### src/rtl/seg_scan_ctrl_pkg.sv
// Shared constants for the seven-segment display blocks: active-low segment
// patterns (bit6=CA .. bit0=CG) and the all-off cathode/anode values.
package seg_pkg;

  localparam logic [6:0] SEG_OFF = 7'b1111111;
  localparam logic [3:0] AN_OFF  = 4'b1111;

  // Index k holds the pattern for hex digit k.
  localparam logic [15:0][6:0] SEG_PAT = {
    7'b0111000,  // F
    7'b0110000,  // E
    7'b1000010,  // d
    7'b0110001,  // C
    7'b1100000,  // b
    7'b0001000,  // A
    7'b0000100,  // 9
    7'b0000000,  // 8
    7'b0001111,  // 7
    7'b0100000,  // 6
    7'b0100100,  // 5
    7'b1001100,  // 4
    7'b0000110,  // 3
    7'b0010010,  // 2
    7'b1001111,  // 1
    7'b0000001   // 0
  };

  typedef enum logic {
    PH_BLANK,
    PH_DRIVE
  } phase_e;

endpackage

### src/rtl/seg_scan_ctrl_if.sv
// Value-producer / display-pin bundle of the scan controller.
interface seg_scan_ctrl_if;

  logic [15:0] val_i;
  logic        upd_i;
  logic [3:0]  en_i;
  logic [3:0]  dp_i;
  logic        lz_blank_i;
  logic [6:0]  seg_n_o;
  logic        dp_n_o;
  logic [3:0]  an_n_o;
  logic [1:0]  digit_o;
  logic        frame_o;
  logic        pending_o;

  modport master (
    output val_i, upd_i, en_i, dp_i, lz_blank_i,
    input  seg_n_o, dp_n_o, an_n_o, digit_o, frame_o, pending_o
  );

  modport slave (
    input  val_i, upd_i, en_i, dp_i, lz_blank_i,
    output seg_n_o, dp_n_o, an_n_o, digit_o, frame_o, pending_o
  );

endinterface

### src/rtl/seg_scan_ctrl_hex7seg_dec.sv
// Combinational hex nibble to active-low seven-segment pattern decoder.
module hex7seg_dec
  import seg_pkg::*;
(
  input  logic [3:0] nib_i,
  output logic [6:0] seg_n_o
);

  assign seg_n_o = SEG_PAT[nib_i];

endmodule

### src/rtl/seg_scan_ctrl.sv
// Four-digit time-multiplexed seven-segment scan controller with per-slot
// blanking, frame-aligned value updates and leading-zero suppression.
module seg_scan_ctrl
  import seg_pkg::*;
#(
  parameter int unsigned DWELL_CYCLES = 50000,
  parameter int unsigned BLANK_CYCLES = 500
) (
  input logic            clk,
  input logic            reset,
  seg_scan_ctrl_if.slave bus
);

  localparam int unsigned    CW        = (DWELL_CYCLES > 1) ? $clog2(DWELL_CYCLES) : 1;
  localparam logic [CW-1:0]  CNT_LAST  = CW'(DWELL_CYCLES - 1);
  localparam logic [CW-1:0]  CNT_BLANK = CW'(BLANK_CYCLES);

  logic [CW-1:0] cnt_q, cnt_d;
  logic [1:0]    digit_q, digit_d;
  logic [15:0]   shown_q, shown_d;
  logic [15:0]   pval_q, pval_d;
  logic          pend_q, pend_d;
  logic [3:0]    an_q, an_d;
  logic [6:0]    seg_q, seg_d;
  logic          dpn_q, dpn_d;
  logic          frame_q, frame_d;

  logic          last_cnt;
  logic          wrap;
  phase_e        phase;
  logic [3:0]    nibble;
  logic [6:0]    dec_seg;
  logic [3:0]    supp;

  hex7seg_dec u_dec (
    .nib_i   (nibble),
    .seg_n_o (dec_seg)
  );

  always_comb begin
    last_cnt = (cnt_q == CNT_LAST);
    wrap     = last_cnt && (digit_q == 2'd3);
    phase    = (cnt_q < CNT_BLANK) ? PH_BLANK : PH_DRIVE;
    nibble   = shown_q[{digit_q, 2'b00} +: 4];

    // A digit is suppressed only while it and every higher nibble are zero.
    supp[3] = bus.lz_blank_i && (shown_q[15:12] == 4'h0);
    supp[2] = supp[3] && (shown_q[11:8] == 4'h0);
    supp[1] = supp[2] && (shown_q[7:4] == 4'h0);
    supp[0] = 1'b0;
  end

  always_comb begin
    cnt_d   = last_cnt ? '0 : cnt_q + 1'b1;
    digit_d = last_cnt ? digit_q + 2'd1 : digit_q;
    frame_d = wrap;
    pval_d  = bus.upd_i ? bus.val_i : pval_q;
    pend_d  = pend_q;
    shown_d = shown_q;

    // An update coincident with the wrap bypasses the pending register.
    if (wrap) begin
      pend_d = 1'b0;
      if (bus.upd_i) begin
        shown_d = bus.val_i;
      end else if (pend_q) begin
        shown_d = pval_q;
      end
    end else if (bus.upd_i) begin
      pend_d = 1'b1;
    end

    an_d  = AN_OFF;
    seg_d = SEG_OFF;
    dpn_d = 1'b1;
    if (phase == PH_DRIVE && bus.en_i[digit_q] && !supp[digit_q]) begin
      an_d[digit_q] = 1'b0;
      seg_d         = dec_seg;
      dpn_d         = ~bus.dp_i[digit_q];
    end
  end

  always_ff @(posedge clk or posedge reset) begin
    if (reset) begin
      cnt_q   <= '0;
      digit_q <= '0;
      shown_q <= '0;
      pval_q  <= '0;
      pend_q  <= 1'b0;
      an_q    <= AN_OFF;
      seg_q   <= SEG_OFF;
      dpn_q   <= 1'b1;
      frame_q <= 1'b0;
    end else begin
      cnt_q   <= cnt_d;
      digit_q <= digit_d;
      shown_q <= shown_d;
      pval_q  <= pval_d;
      pend_q  <= pend_d;
      an_q    <= an_d;
      seg_q   <= seg_d;
      dpn_q   <= dpn_d;
      frame_q <= frame_d;
    end
  end

  assign bus.an_n_o    = an_q;
  assign bus.seg_n_o   = seg_q;
  assign bus.dp_n_o    = dpn_q;
  assign bus.digit_o   = digit_q;
  assign bus.frame_o   = frame_q;
  assign bus.pending_o = pend_q;

endmodule
### src/flat_wrapper.sv
// flat-port wrapper written by rule: the top's interface ports become plain ports
module seg_scan_ctrl_flat import seg_pkg::*;
#(
  parameter int unsigned DWELL_CYCLES = 50000,
  parameter int unsigned BLANK_CYCLES = 500
)
  (clk, reset, bus_val_i, bus_upd_i, bus_en_i, bus_dp_i, bus_lz_blank_i, bus_seg_n_o, bus_dp_n_o, bus_an_n_o, bus_digit_o, bus_frame_o, bus_pending_o);
  seg_scan_ctrl_if bus_i ();
  input logic clk;
  input logic reset;
  input wire logic [$bits(bus_i.val_i)-1:0] bus_val_i;
  input wire logic [$bits(bus_i.upd_i)-1:0] bus_upd_i;
  input wire logic [$bits(bus_i.en_i)-1:0] bus_en_i;
  input wire logic [$bits(bus_i.dp_i)-1:0] bus_dp_i;
  input wire logic [$bits(bus_i.lz_blank_i)-1:0] bus_lz_blank_i;
  output wire logic [$bits(bus_i.seg_n_o)-1:0] bus_seg_n_o;
  output wire logic [$bits(bus_i.dp_n_o)-1:0] bus_dp_n_o;
  output wire logic [$bits(bus_i.an_n_o)-1:0] bus_an_n_o;
  output wire logic [$bits(bus_i.digit_o)-1:0] bus_digit_o;
  output wire logic [$bits(bus_i.frame_o)-1:0] bus_frame_o;
  output wire logic [$bits(bus_i.pending_o)-1:0] bus_pending_o;
  assign bus_i.val_i = bus_val_i;
  assign bus_i.upd_i = bus_upd_i;
  assign bus_i.en_i = bus_en_i;
  assign bus_i.dp_i = bus_dp_i;
  assign bus_i.lz_blank_i = bus_lz_blank_i;
  assign bus_seg_n_o = bus_i.seg_n_o;
  assign bus_dp_n_o = bus_i.dp_n_o;
  assign bus_an_n_o = bus_i.an_n_o;
  assign bus_digit_o = bus_i.digit_o;
  assign bus_frame_o = bus_i.frame_o;
  assign bus_pending_o = bus_i.pending_o;
  seg_scan_ctrl #(.DWELL_CYCLES(DWELL_CYCLES), .BLANK_CYCLES(BLANK_CYCLES)) u_core (.clk(clk), .reset(reset), .bus(bus_i));
endmodule
### config.mk
export PLATFORM = sky130hd
export DESIGN_NAME = seg_scan_ctrl_flat
export DESIGN_NICKNAME = d
export VERILOG_FILES = /design/src/rtl/seg_scan_ctrl_pkg.sv /design/src/rtl/seg_scan_ctrl_if.sv /design/src/rtl/seg_scan_ctrl_hex7seg_dec.sv /design/src/rtl/seg_scan_ctrl.sv /design/src/flat_wrapper.sv
export SDC_FILE = /design/constraint.sdc
export NUM_CORES = 1
export LEC_CHECK = 0
export ABC_AREA = 1
export BUFFER_PORTS_ARGS = -buffer_cell sky130_fd_sc_hd__buf_2
export CORE_MARGIN = 2
export CORE_UTILIZATION = 60
export CTS_BUF_LIST = sky130_fd_sc_hd__clkbuf_4
export DETAILED_ROUTE_END_ITERATION = 8
export GPL_ROUTABILITY_DRIVEN = 0
export PLACE_DENSITY = 0.87
export SLEW_MARGIN = 25
export SYNTH_ARGS = -nofsm -noshare
export SYNTH_HDL_FRONTEND = slang
export SYNTH_SLANG_ARGS = --single-unit
### constraint.sdc
create_clock -name clk -period 2.47 [get_ports clk]
set_input_delay 0.247 -clock clk [delete_from_list [all_inputs] [get_ports clk]]
set_output_delay 0.247 -clock clk [all_outputs]
set_load 0.02 [all_outputs]
======== Yosys cells after proc, flatten, opt, wreduce, memory -nomap -nowiden ========
Memories as Yosys holds them, arrays and structs flattened.
Index checks and enable logic that the tools add are counted.
word-level totals
  flip-flop bits (word level) ............. 64
  memory bits (read-only) ................. 112
  logic and storage cells ................. 53
  memories ................................ 1
operators by class
  $add $sub $neg .......................... 2
  $lt $le $gt $ge ......................... 4
  eq/ne operators ......................... 2
  shift operators ......................... 1
  mux-type cells .......................... 18
  bitwise logic cells ..................... 2
  reductions and logical operators ........ 14
memory list
  memory           depth  width  read ports  clocked after Yosys merged registers in  write ports  RTL line                        text
  (no name shown)  16     7      1           0                                        0            seg_scan_ctrl_hex7seg_dec.sv:9  assign seg_n_o = SEG_PAT[nib_i];
operators by type and width
  cell                   count
  $mux 16                3
  $add 16x1->16 const B  1
  $eq 16x16->1 const B   1
  $lt 16x9->1 const B    1
  $shiftx 16x5->4        1
  $mux 7                 2
  $logic_not 4->1        3
  $mux 1                 8
  $logic_and 1x1->1      7
  $bmux 1 s2             3
  $lt 4x5->1 const B     1
  $mux 4                 1
  $not 4->4              1
  $reduce_bool 2->1      2
  $lt 2x3->1 const B     1
  $add 2x1->2 const B    1
  $demux 1 s2            1
  $eq 2x2->1 const B     1
  $ge 2x1->1 const B     1
  $reduce_and 2->1       1
  $logic_not 1->1        1
  $not 1->1              1

======== Longest topological paths before layout ========
Gate-level depths: netlist of run 1.
  depth in word-level cells ............... 9
  depth in mapped cells ................... 11

======== By module ========
Synthesis of run 1 repeated with hierarchy kept, for this count alone.
unflattened totals
  cell total of the unflattened synthesis .. 416
  area, all modules ....................... 3343.2 um2
modules (own cells, without submodules)
  module         instances  cells each  area an instance (um2)  sequential area each (um2)
  seg_scan_ctrl  1          367         3069.2                  1616.6
  hex7seg_dec    1          49          274.0                   0.0

======== Worst setup path before layout of run 1 ========
OpenSTA, ideal clock, no wires.
  kind .................................... reg-to-reg
  start ................................... reg u_core.digit_q[0], in the netlist u_core.bus.digit_o[0]
  end ..................................... reg u_core.seg_q[3], in the netlist u_core.bus.seg_n_o[3]
  setup time .............................. 0.064 ns
  arrival time ............................ 1.667 ns
  setup slack ............................. 0.740 ns
  stages on the path, launching flop included .. 10
  path buffers ............................ 1
  clock period less this slack ............ 1.730 ns
  cells stage by stage .................... dfrtp_1 -> buf_4 -> nand2_1 -> nand3_1 -> nand2_1 -> ha_1 -> nand3b_1 -> nand2_1 -> nand2_1 -> nand3_1
between the ends
  longest elaborated chain between the ends .. 5
  elaborated cells on any way between the ends .. 11
  classes of those cells .................. 1 x shift; 6 x mux; 3 x reduce/logical; 1 x memory
ends and longest elaborated chain
  item                                                                  RTL line              text
  start, declared                                                       seg_scan_ctrl.sv:19   logic [1:0] digit_q, digit_d;
  start signal, assigned                                                seg_scan_ctrl.sv:96   digit_q <= digit_d;
  parallel branches: the longest is 4 deep, another holds $mem_v2 16x7  --
  $mux 7 (*)                                                            seg_scan_ctrl.sv:76   if (phase == PH_DRIVE && bus.en_i[digit_q] && !supp[digit_q]) begin
  via u_core.seg_d[3]                                                   seg_scan_ctrl.sv:24   logic [6:0] seg_q, seg_d;
  end signal, assigned                                                  seg_scan_ctrl.sv:101  seg_q <= seg_d;
  end, declared                                                         seg_scan_ctrl.sv:24
Mark *: on every way through the listed nets, which the timed path passes. The select of a mux whose other input is x is not followed.
A chain may end at the register's enable or synchronous reset.

======== Worst setup path after layout of run 1 ========
Ends and elaborated chain as after synthesis.

==> results.py, run 1 <==
metrics = {
    "pwr": {
        "netSwitchingPower_mw": 0.4553,
        "power_density_nw_per_um2": 545.8,
        "pwr-share-comb": 0.043,
        "p_sw_frac": 0.2208,
        "clockPowerShare": 0.434,
        "p_int_mw": 1.607,
        "seq_power_share": 0.523,
        "peakVddDrop_mv": 0.4716,
        "p_leak_nw": 2.020,
    },
    "timing": {
        "worstMarginPinSlew_ns": 0.5154,
        "setup_viol": 0,
        "fin_skew_ns": 0.01466,
        "hold_viol_final": 0,
        "fmax_ghz": 0.5009,
        "hold_ws_ns": 0.04833,
        "finalCriticalPeriod_ns": 1.996,
        "rsz0062_at_grt": "false",
        "finalCritPeriodShare": 0.8082,
        "tns_ns": 0,
        "slew-limit-headroom": 0.6564,
        "finalMaxSlewViolations": 0,
    },
    "routing": {
        "final_antenna_net_count": 0,
        "vias_per_cell": 5.046,
        "dr.pass1.iters": 4,
        "routed_wl_um": 6479,
        "drc_errors": 0,
        "via_count": 2725,
        "wire_per_inst_um": 12.00,
        "drt_iter0_drc": 154,
    },
    "critical_path": {
        "worst_setup_path_start_kind": "register",
        "end_kind": "register",
        "setup.worst_path.end": "u_core.bus.seg_n_o[3]",
        "slowest_stage": "dfrtp_1",
        "reg2reg_setup_slack_ns": 0.47,
        "cp.depth": 10,
        "r2r_end": "u_core.bus.seg_n_o[3]",
        "critPathLaunch": "u_core.bus.digit_o[0]",
        "cp_cell_sequence": "inv_2 -> nand2_1 -> nand3_1 -> nand2_1 -> inv_1 -> ha_1 -> nand3_1 -> nand2_1 -> nand2_1 -> nand3_1",
        "cpLargestDelayFamily": "flip-flops",
        "critPathRequiredTime_ns": 2.79,
        "path_buf_inv": 2,
        "max_stage_delay_ns": 0.68,
        "path_max_fanout": 19,
        "cpMostUsedCell": "nand2_1",
        "critical_path_class": "reg2reg",
        "r2r_start": "u_core.bus.digit_o[0]",
        "reg2reg_depth": 10,
        "cp_data_arrival_time_ns": 2.32,
    },
    "die": {
        "die_w_um": 78.82,
        "die_y_um": 78.82,
        "io_pins": 44,
        "rows": 27,
        "die_area_um2": 6212,
        "initial_core_util": 0.6174,
        "fp.coreArea_um2": 5439,
    },
    "clocking": {
        "clk_pin_slew_ns": 0.11,
        "cts-root-buf": "clkbuf_4",
        "cts_max_path_buffers": 2,
        "cts_buffers": 9,
        "cts_max_level": 3,
        "cts_setup_buffers": 0,
        "worstSkewPairLatency_ns": 0.42,
        "clock-sinks": 64,
        "cts_tree": "yes",
    },
    "job": {
        "maxCapViolations": 0,
    },
    "logic_synthesis": {
        "ys_types": 31,
        "synth_area_um2": 3358,
        "syn_area_per_cell_um2": 8.034,
        "yosys_register_bits": 64,
        "synthCells": 418,
        "yosysWarnings": 0,
        "syn-num-nets": 457,
        "seq_area_frac_synth": 0.4814,
    },
    "global_routing": {
        "grt_pass1_vias": 2592,
        "grt_pass1_wl_um": 11210,
        "antenna_found_initial": 0,
        "global_route.overflow_total": 0,
        "grt.total_usage": 0.2299,
        "grt_max_degree": 47,
    },
    "finish": {
        "final_cell_mix": "nand2_1, dfrtp_1, nand3_1",
        "nets": 503,
        "n_antenna_cell": 0,
        "syn2layout_area_growth_pct": 12.48,
        "drive_gt1_frac": 0.2094,
        "fin_area_um2": 3777,
        "final_common_cell": "nand2_1",
    },
    "outcome": {
        "status": "complete, no violations",
    },
    "placement": {
        "post-dp-hpwl_um": 4651,
        "place_area_um2": 3591,
        "port_buffers": 43,
    },
    "hold_path": {
        "hold_class": "in2reg",
    },
}
-- cell type report --
| type | count | area, um^2 |
|---|---|---|
| clock buffers | 9 | 67.56 |
| clock inverters | 6 | 108.9 |
| fillers | 427 | 1662 |
| inverters | 35 | 132.6 |
| multi-input cells | 308 | 1509 |
| flip-flops and latches | 64 | 1617 |
| well taps | 72 | 90.09 |
| repair buffers | 46 | 252.7 |
-- worst min-delay path, cell delays in order --
cell and delay (ns):
buf_2 0.07, nand2_1 0.04, nand2_1 0.08
-- registers in the layout (all words and copies together) (netlist names) --
signal and count:
u_core.cnt_q 16, u_core.pval_q 16, u_core.shown_q 16, u_core.bus.seg_n_o 7, u_core.bus.an_n_o 4, u_core.bus.digit_o 2, u_core.bus.dp_n_o 1, u_core.bus.frame_o 1
u_core.bus.pending_o 1
-- worst min path at each step --
stage,endpoint,start,cells after the start
after CTS,u_core.pval_q[2],bus_val_i[2],3
final,u_core.pval_q[4],bus_val_i[4],3
after global placement,u_core.bus.pending_o,reset,2
after floorplan,u_core.pval_q[11],bus_val_i[11],2
after detailed placement,u_core.pval_q[9],reset,2
after global routing,u_core.pval_q[8],bus_val_i[8],3
-- power groups by stage --
stage	Combinational, mW	Sequential, mW	Clock [mW]
2_1_floorplan	0.0523	1.10	0
3_3_place_gp	0.0870	1.10	0
3_5_place_dp	0.0892	1.10	0
4_1_cts	0.0906	1.08	0.904
5_1_grt	0.105	1.08	0.950
6_report	0.0888	1.08	0.895
-- through the flow --
stage	worst slack (ns)	utilization	instances	power [mW]
final	0.4737	0.6945	540	2.062
after global placement	0.6144	0.6602	524	1.183
after floorplan	0.6448	-	418	1.147
after global routing	0.2658	0.6945	540	2.135
after CTS	0.4905	0.6945	540	2.073
after detailed placement	0.5038	0.6602	524	1.187
-- synthesized netlist by cell type (all sizes together) --
| cell type | count | area [um^2] |
|---|---|---|
| nor2 | 37 | 188.9 |
| buf | 10 | 96.33 |
| nand3b | 1 | 7.510 |
| nand2 | 180 | 695.7 |
| o22ai | 1 | 6.260 |
| or2 | 4 | 25.02 |
| nand4 | 1 | 6.260 |
| xor2 | 6 | 52.55 |
| nor3 | 3 | 15.01 |
| nand3 | 49 | 292.8 |
| clkbuf | 1 | 3.750 |
| xnor2 | 1 | 8.760 |
| dfstp | 12 | 315.3 |
| nor3b | 1 | 7.510 |
| a21oi | 5 | 25.02 |
| o21ai | 8 | 40.04 |
| dfrtp | 52 | 1301 |
| inv | 32 | 120.1 |
| clkinv | 3 | 12.51 |
| ha | 11 | 137.6 |
-- routing by layer --
metal  global-route usage  vias up  share of wire
met3              0.04773       12          0.052
li1                     -     1399              -
met2               0.3573       65           0.45
met5                    0        -              0
met1               0.3008     1249           0.48
met4               0.1328        0          0.017
-- repair_timing --
item	in CTS	in global routing
hold endpoints to repair	18	0
hold buffers	1	0
resized for setup	0	0
-- kinds of logic after synthesis --
kind of cell / Yosys count / synth area share
buf+inv: 46 / 0.06929
fa+ha+maj: 11 / 0.04098
simple gates: 276 / 0.3689
compound gates: 14 / 0.02124
xor+xnor: 7 / 0.01826
flops: 64 / 0.4814
Note: power is estimated with default switching activity, not from simulation.
==> run 2: changes to the inputs <==
--- a/config.mk
+++ b/config.mk
@@ -5,10 +5,10 @@
 export SDC_FILE = /design/constraint.sdc
 export NUM_CORES = 1
 export LEC_CHECK = 0
-export ABC_AREA = 1
+export ABC_AREA = 0
 export BUFFER_PORTS_ARGS = -buffer_cell sky130_fd_sc_hd__buf_2
 export CORE_MARGIN = 2
-export CORE_UTILIZATION = 60
+export CORE_UTILIZATION = 59
 export CTS_BUF_LIST = sky130_fd_sc_hd__clkbuf_4
 export DETAILED_ROUTE_END_ITERATION = 8
 export GPL_ROUTABILITY_DRIVEN = 0
==> constraint.sdc (replaced) <==
create_clock -name clk -period 1.9 [get_ports clk]
set_input_delay 0.19 -clock clk [delete_from_list [all_inputs] [get_ports clk]]
set_output_delay 0.19 -clock clk [all_outputs]
set_load 0.02 [all_outputs]
==> run 2 against run 1 <==
  * The flow now finishes with violations (setup timing)
  * Wire length rose by 17%
  * Sequential share of layout area down 1.3 points
  * Synthesized cell count fell by 42%
  * Power is 21% higher
  * Via count fell by 13%
  * Flip-flop and latch count stayed put
  * Register-to-register slack got worse by 1.1 ns
==> results.py, run 2 <==
metrics = {
    "die": {
        "die_area_um2": 5878,
        "fp.coreArea_um2": 5107,
        "die_y_um": 76.67,
        "io_pins": 44,
        "initial_core_util": 0.6100,
        "rows": 26,
        "die_w_um": 76.67,
    },
    "global_routing": {
        "grt_util_met2": 0.4579,
        "grt_util_met1": 0.2950,
        "grt.total_usage": 0.2573,
        "antenna_found_initial": 0,
        "grt_pass1_vias": 2498,
        "global_route.overflow_total": 0,
        "busiest_layer": "met2",
        "grt_pass1_wl_um": 11690,
        "grt_max_degree": 65,
        "met3_usage": 0.04235,
    },
    "finish": {
        "nets": 368,
        "final_common_cell": "dfrtp_1",
        "final_cell_mix": "dfrtp_1, buf_2, buf_4",
        "fin_area_um2": 3902,
        "n_antenna_cell": 0,
        "final_util": 0.7641,
        "multi_input_area_um2": 1466,
        "fillers": 308,
        "drive_gt1_frac": 0.4910,
        "syn2layout_area_growth_pct": 25.26,
        "regArea_um2": 1618,
        "reg.largest.list": "u_core.cnt_q (16), u_core.pval_q (16), u_core.shown_q (16)",
    },
    "hold_path": {
        "hold_class": "in2reg",
        "whs_path_depth": 2,
    },
    "logic_synthesis": {
        "yosysMostFrequentCell": "dfrtp_1",
        "ys_top_cells_by_area": "dfrtp_1, dfstp_2, mux2_2",
        "synth_top_area_frac": 0.4177,
        "seq_area_frac_synth": 0.5189,
        "async_flop_share": 1.000,
        "yosys.area.top_type": "dfrtp_1",
        "synth_top_cells_by_count": "dfrtp_1, mux2_2, nand3_1",
        "ys_types": 39,
        "synth-edff-count": 0,
        "syn_area_per_cell_um2": 12.82,
        "syn-num-nets": 282,
        "synth_area_um2": 3115,
        "yosys_register_bits": 64,
        "yosysWarnings": 0,
        "synthCells": 243,
        "synthFlopType": "dfrtp_1",
    },
    "routing": {
        "drt_iter0_drc": 181,
        "via_count": 2370,
        "dr.pass1.iters": 4,
        "drc_errors": 0,
        "wire_per_inst_um": 18.78,
        "vias_per_cell": 5.866,
        "routed_wl_um": 7586,
        "final_antenna_net_count": 0,
    },
    "timing": {
        "setup_viol": 30,
        "worstMarginPinSlew_ns": 0.5977,
        "finalCritPeriodShare": 1.304,
        "fin_skew_ns": 0.02072,
        "tns_ns": -9.812,
        "hold_viol_final": 0,
        "rsz0062_at_grt": "true",
        "finalMaxSlewViolations": 0,
        "worst_slack_ns": -0.5783,
        "fmax_ghz": 0.4035,
        "finalCriticalPeriod_ns": 2.478,
        "hold_ws_ns": 0.04641,
        "slew-limit-headroom": 0.5984,
    },
    "critical_path": {
        "path_max_fanout": 8,
        "end_kind": "register",
        "reg2reg_depth": 5,
        "critical_path_class": "reg2reg",
        "cp_data_arrival_time_ns": 2.75,
        "critPathRequiredTime_ns": 2.17,
        "worst_setup_path_start_kind": "register",
    },
    "outcome": {
        "status": "finished, violations left",
        "failed_checks": "setup timing",
    },
    "clocking": {
        "clk_pin_slew_ns": 0.10,
        "cts_max_level": 3,
        "cts_max_path_buffers": 2,
        "worstSkewPairLatency_ns": 0.40,
        "clock-sinks": 64,
        "cts_tree": "yes",
        "cts_buffers": 9,
        "cts-root-buf": "clkbuf_4",
    },
    "pwr": {
        "p_leak_nw": 1.779,
        "peakVddDrop_mv": 0.3341,
        "power_density_nw_per_um2": 641.2,
    },
    "placement": {
        "post-dp-hpwl_um": 4862,
        "port_buffers": 43,
        "place_area_um2": 3669,
        "pre_cts_ws_ns": -0.5605,
    },
    "job": {
        "maxCapViolations": 0,
    },
}
run 2: cell types whose count changed after synthesis, sizes merged, moves of 7 or more:
cell / change
buf: -8
clkbuf: +7
inv: -23
mux2: +33
mux4: +7
nand2: -169
nand3: -34
nor2: -25
run 2: kinds of logic after synthesis:
| logic type | count (synthesis) | share of synthesized area |
|---|---|---|
| simple gates | 75 | 0.1390 |
| flops | 64 | 0.5189 |
| mux | 45 | 0.1980 |
| buf+inv | 19 | 0.03052 |
| compound gates | 17 | 0.03574 |
| xor+xnor | 12 | 0.03373 |
| fa+ha+maj | 11 | 0.04418 |
run 2: final timing paths:
check | slack, ns | to | startpoint
hold / removal | 0.05 | u_core.pval_q[0] | bus_val_i[0]
hold reg to reg | 0.51 | u_core.pval_q[14] | u_core.pval_q[14]
min in group asynchronous | 0.38 | u_core.pval_q[4] | reset
setup / recovery | -0.58 | u_core.shown_q[13] | u_core.cnt_q[5]
setup reg to reg | -0.58 | u_core.shown_q[13] | u_core.cnt_q[5]
max in group asynchronous | 1.20 | u_core.bus.an_n_o[0] | reset
run 2: critical path: stages (launching register included):
cell and delay (ns):
dfrtp_1 0.39, or4bb_4 0.54, or4_4 0.52, or3_4 0.44, clkbuf_16 0.18, mux2_2 0.28
run 2: metrics by stage:
| stage | total power [mW] | cells |
|---|---|---|
| 3_3_place_gp | 1.640 | 384 |
| 5_1_grt | 2.594 | 404 |
| 4_1_cts | 2.492 | 402 |
| 6_report | 2.502 | 404 |
| 2_1_floorplan | 1.575 | 243 |
| 3_5_place_dp | 1.653 | 384 |
run 2: repair_timing:
action / in CTS / in global routing
setup buffers: 0 / 1
hold buffers: 1 / 0
pin swaps: 2 / 5
setup endpoints to repair: 29 / 32
cloned: 1 / 1
resized for setup: 7 / 6
hold endpoints to repair: 52 / 0
run 2: layout make-up:
class | count | share of cell area
Multi-Input combinational cell | 161 | 0.3758
Clock buffer | 10 | 0.01924
Tap cell | 70 | 0.02244
Clock inverter | 6 | 0.01282
Timing Repair Buffer | 84 | 0.1465
Sequential cell | 64 | 0.4146
Inverter | 9 | 0.008657
run 2: power breakdown:
| group | switching [mW] | internal, mW | total, mW |
|---|---|---|---|
| sequential | 0.0247 | 1.41 | 1.43 |
| clock | 0.464 | 0.398 | 0.861 |
| combinational | 0.101 | 0.107 | 0.208 |
run 2: routing by layer:
layer  wire length, um  vias to the layer above
li1                  -                     1054
met1              2985                     1208
met2              4092                       83
met3               257                       25
met4               250                        0
met5                 0                        -
==> run 3: changes to the inputs <==
--- a/config.mk
+++ b/config.mk
@@ -17,3 +17,4 @@
 export SYNTH_ARGS = -nofsm -noshare
 export SYNTH_HDL_FRONTEND = slang
 export SYNTH_SLANG_ARGS = --single-unit
+export TNS_END_PERCENT = 5
==> run 3 against run 2 <==
  * Via count up 2.4%
  * Die area stayed put
  * Non-clock buffer count rose by 3
  * Clock power is 21% higher
  * Fmax fell by 1.3%
  * Global-route usage is 0.56 points higher
  * Setup slack got worse by 0.032 ns
  * Power up 7.0%
  * Highest routed layer unchanged
  * First-iteration DRC count is 16% higher
  * Cell area increased by 0.99%
  * The run still ends with setup timing left
  * Largest cell class unchanged
==> results.py, run 3 (synthesized netlist as in run 2, its figures left out) <==
metrics = {
    "outcome": {
        "status": "finished, violations left",
        "failed_checks": "setup timing",
    },
    "die": {
        "initial_core_util": 0.6100,
        "die_area_um2": 5878,
        "io_pins": 44,
        "die_y_um": 76.67,
        "rows": 26,
        "fp.coreArea_um2": 5107,
        "die_w_um": 76.67,
    },
    "pwr": {
        "peakVddDrop_mv": 0.4383,
        "design_power_total_mw": 2.678,
        "p_leak_nw": 1.800,
        "seq_power_share": 0.535,
        "p_sw_frac": 0.2276,
        "power_density_nw_per_um2": 679.6,
        "p_int_mw": 2.069,
        "netSwitchingPower_mw": 0.6096,
        "clockPowerShare": 0.387,
        "pwr-share-comb": 0.077,
    },
    "routing": {
        "wire_per_inst_um": 19.05,
        "final_antenna_net_count": 0,
        "via_count": 2426,
        "dr.pass1.iters": 5,
        "routed_wl_um": 7735,
        "drt_iter0_drc": 210,
        "drc_errors": 0,
        "vias_per_cell": 5.975,
    },
    "critical_path": {
        "path_buf_inv": 1,
        "r2r_start": "u_core.cnt_q[4]",
        "cp_cell_sequence": "or4bb_4 -> or4_4 -> or3_4 -> clkbuf_16 -> mux2_4",
        "max_stage_delay_ns": 0.56,
        "cp_data_arrival_time_ns": 2.82,
        "path_max_fanout": 8,
        "reg2reg_setup_slack_ns": -0.61,
        "r2r_end": "u_core.shown_q[7]",
        "cpLargestDelayFamily": "simple AND/OR/NAND/NOR gates",
        "end_kind": "register",
        "critPathRequiredTime_ns": 2.21,
        "critical_path_class": "reg2reg",
        "reg2reg_depth": 5,
        "worst_setup_path_start_kind": "register",
        "slowest_stage": "or4bb_4",
    },
    "clocking": {
        "cts_max_level": 3,
        "cts_buffers": 9,
        "cts-root-buf": "clkbuf_4",
        "clk_pin_slew_ns": 0.11,
        "cts_setup_buffers": 0,
        "cts_max_path_buffers": 2,
        "worstSkewPairLatency_ns": 0.41,
        "clock-sinks": 64,
        "cts_tree": "yes",
    },
    "job": {
        "maxCapViolations": 0,
    },
    "hold_path": {
        "min_from": "bus_val_i[13]",
        "hold_class": "in2reg",
        "min_to": "u_core.pval_q[13]",
        "whs_path_depth": 2,
    },
    "timing": {
        "finalCritPeriodShare": 1.321,
        "worst_slack_ns": -0.6105,
        "slew-limit-headroom": 0.6434,
        "setup_viol": 29,
        "fin_skew_ns": 0.01134,
        "worstMarginPinSlew_ns": 0.5342,
        "hold_ws_ns": 0.02479,
        "finalCriticalPeriod_ns": 2.510,
        "fmax_ghz": 0.3983,
        "hold_viol_final": 0,
        "rsz0062_at_grt": "true",
        "finalMaxSlewViolations": 0,
    },
    "placement": {
        "dp.cells": 388,
        "port_buffers": 43,
        "post-dp-hpwl_um": 5053,
        "pre_cts_ws_ns": -0.5495,
    },
    "global_routing": {
        "grt_pass1_wl_um": 11730,
        "antenna_found_initial": 0,
        "grt.total_usage": 0.2629,
        "grt_max_degree": 42,
        "global_route.overflow_total": 0,
        "grt_pass1_vias": 2412,
    },
    "finish": {
        "instances_no_fill": 406,
        "drive_gt1_frac": 0.5149,
        "final_cell_mix": "dfrtp_1, buf_2, buf_4",
        "nets": 370,
        "final_common_cell": "dfrtp_1",
        "multi_input_area_um2": 1456,
        "reg.largest.list": "u_core.cnt_q (16), u_core.pval_q (16), u_core.shown_q (16)",
        "syn2layout_area_growth_pct": 26.51,
        "n_antenna_cell": 0,
        "regArea_um2": 1618,
        "fillers": 297,
    },
}
-- run 3: cell count changes in the layout (fill, tap and decap cells not counted), sizes merged --
cell	before	now
clkinv	5	3
o21a	3	2
buf	82	85
clkbuf	11	12
bufinv	1	2
-- run 3: layout make-up --
| class | count | share of cell area |
|---|---|---|
| multi-input combinational | 160 | 0.3695 |
| sequential | 64 | 0.4105 |
| timing repair buffer | 87 | 0.1498 |
| tap | 70 | 0.02222 |
| clock inverter | 5 | 0.01841 |
| inverter | 9 | 0.008571 |
| clock buffer | 11 | 0.02095 |
-- run 3: worst reg2reg max path, delay by kind of cell (launching register included) --
family | cells | cell delay (ns)
buf+inv | 1 | 0.18
mux | 1 | 0.29
simple gates | 3 | 1.54
flops | 1 | 0.41
-- run 3: power by group through the flow --
stage / clock, mW / sequential [mW] / combinational (mW)
after CTS: 1.04 / 1.43 / 0.206
after floorplan: 0 / 1.45 / 0.128
final: 1.04 / 1.43 / 0.207
after global routing: 1.10 / 1.44 / 0.226
after detailed placement: 0 / 1.46 / 0.200
after global placement: 0 / 1.45 / 0.188
-- run 3: how the worst max path moves through the flow --
stage                     startpoint           endpoint  slack, ns  cells past startpoint
detailed placement  u_core.cnt_q[13]  u_core.shown_q[1]      -0.55                      5
global route         u_core.cnt_q[4]  u_core.shown_q[7]      -0.62                      5
floorplan           u_core.cnt_q[13]  u_core.shown_q[0]      -0.63                      6
CTS                 u_core.cnt_q[13]  u_core.shown_q[3]      -0.54                      5
global placement    u_core.cnt_q[13]  u_core.shown_q[8]      -0.51                      5
finish               u_core.cnt_q[4]  u_core.shown_q[7]      -0.61                      5
-- run 3: routing by layer --
layer	wire, um	global-route usage
met3	538	0.06118
met2	3826	0.4377
met1	2942	0.3199
met5	0	0
met4	427	0.1364
-- run 3: what timing repair did --
action / CTS / global route
resized for setup: 8 / 8
hold buffers: 1 / 0
pin swaps: 1 / 4
cloned: 0 / 1
hold endpoints to repair: 23 / 0
endpoints found under the setup margin: 28 / 31
-- run 3: metrics by stage --
step                      area, um^2  TNS, ns  utilization
after floorplan                 3115   -11.93            -
after global placement          3697   -10.76       0.7239
after detailed placement        3697   -11.77       0.7239
after CTS                       3887   -8.636       0.7611
after global routing            3941   -10.94       0.7717
final                           3941   -10.25       0.7717
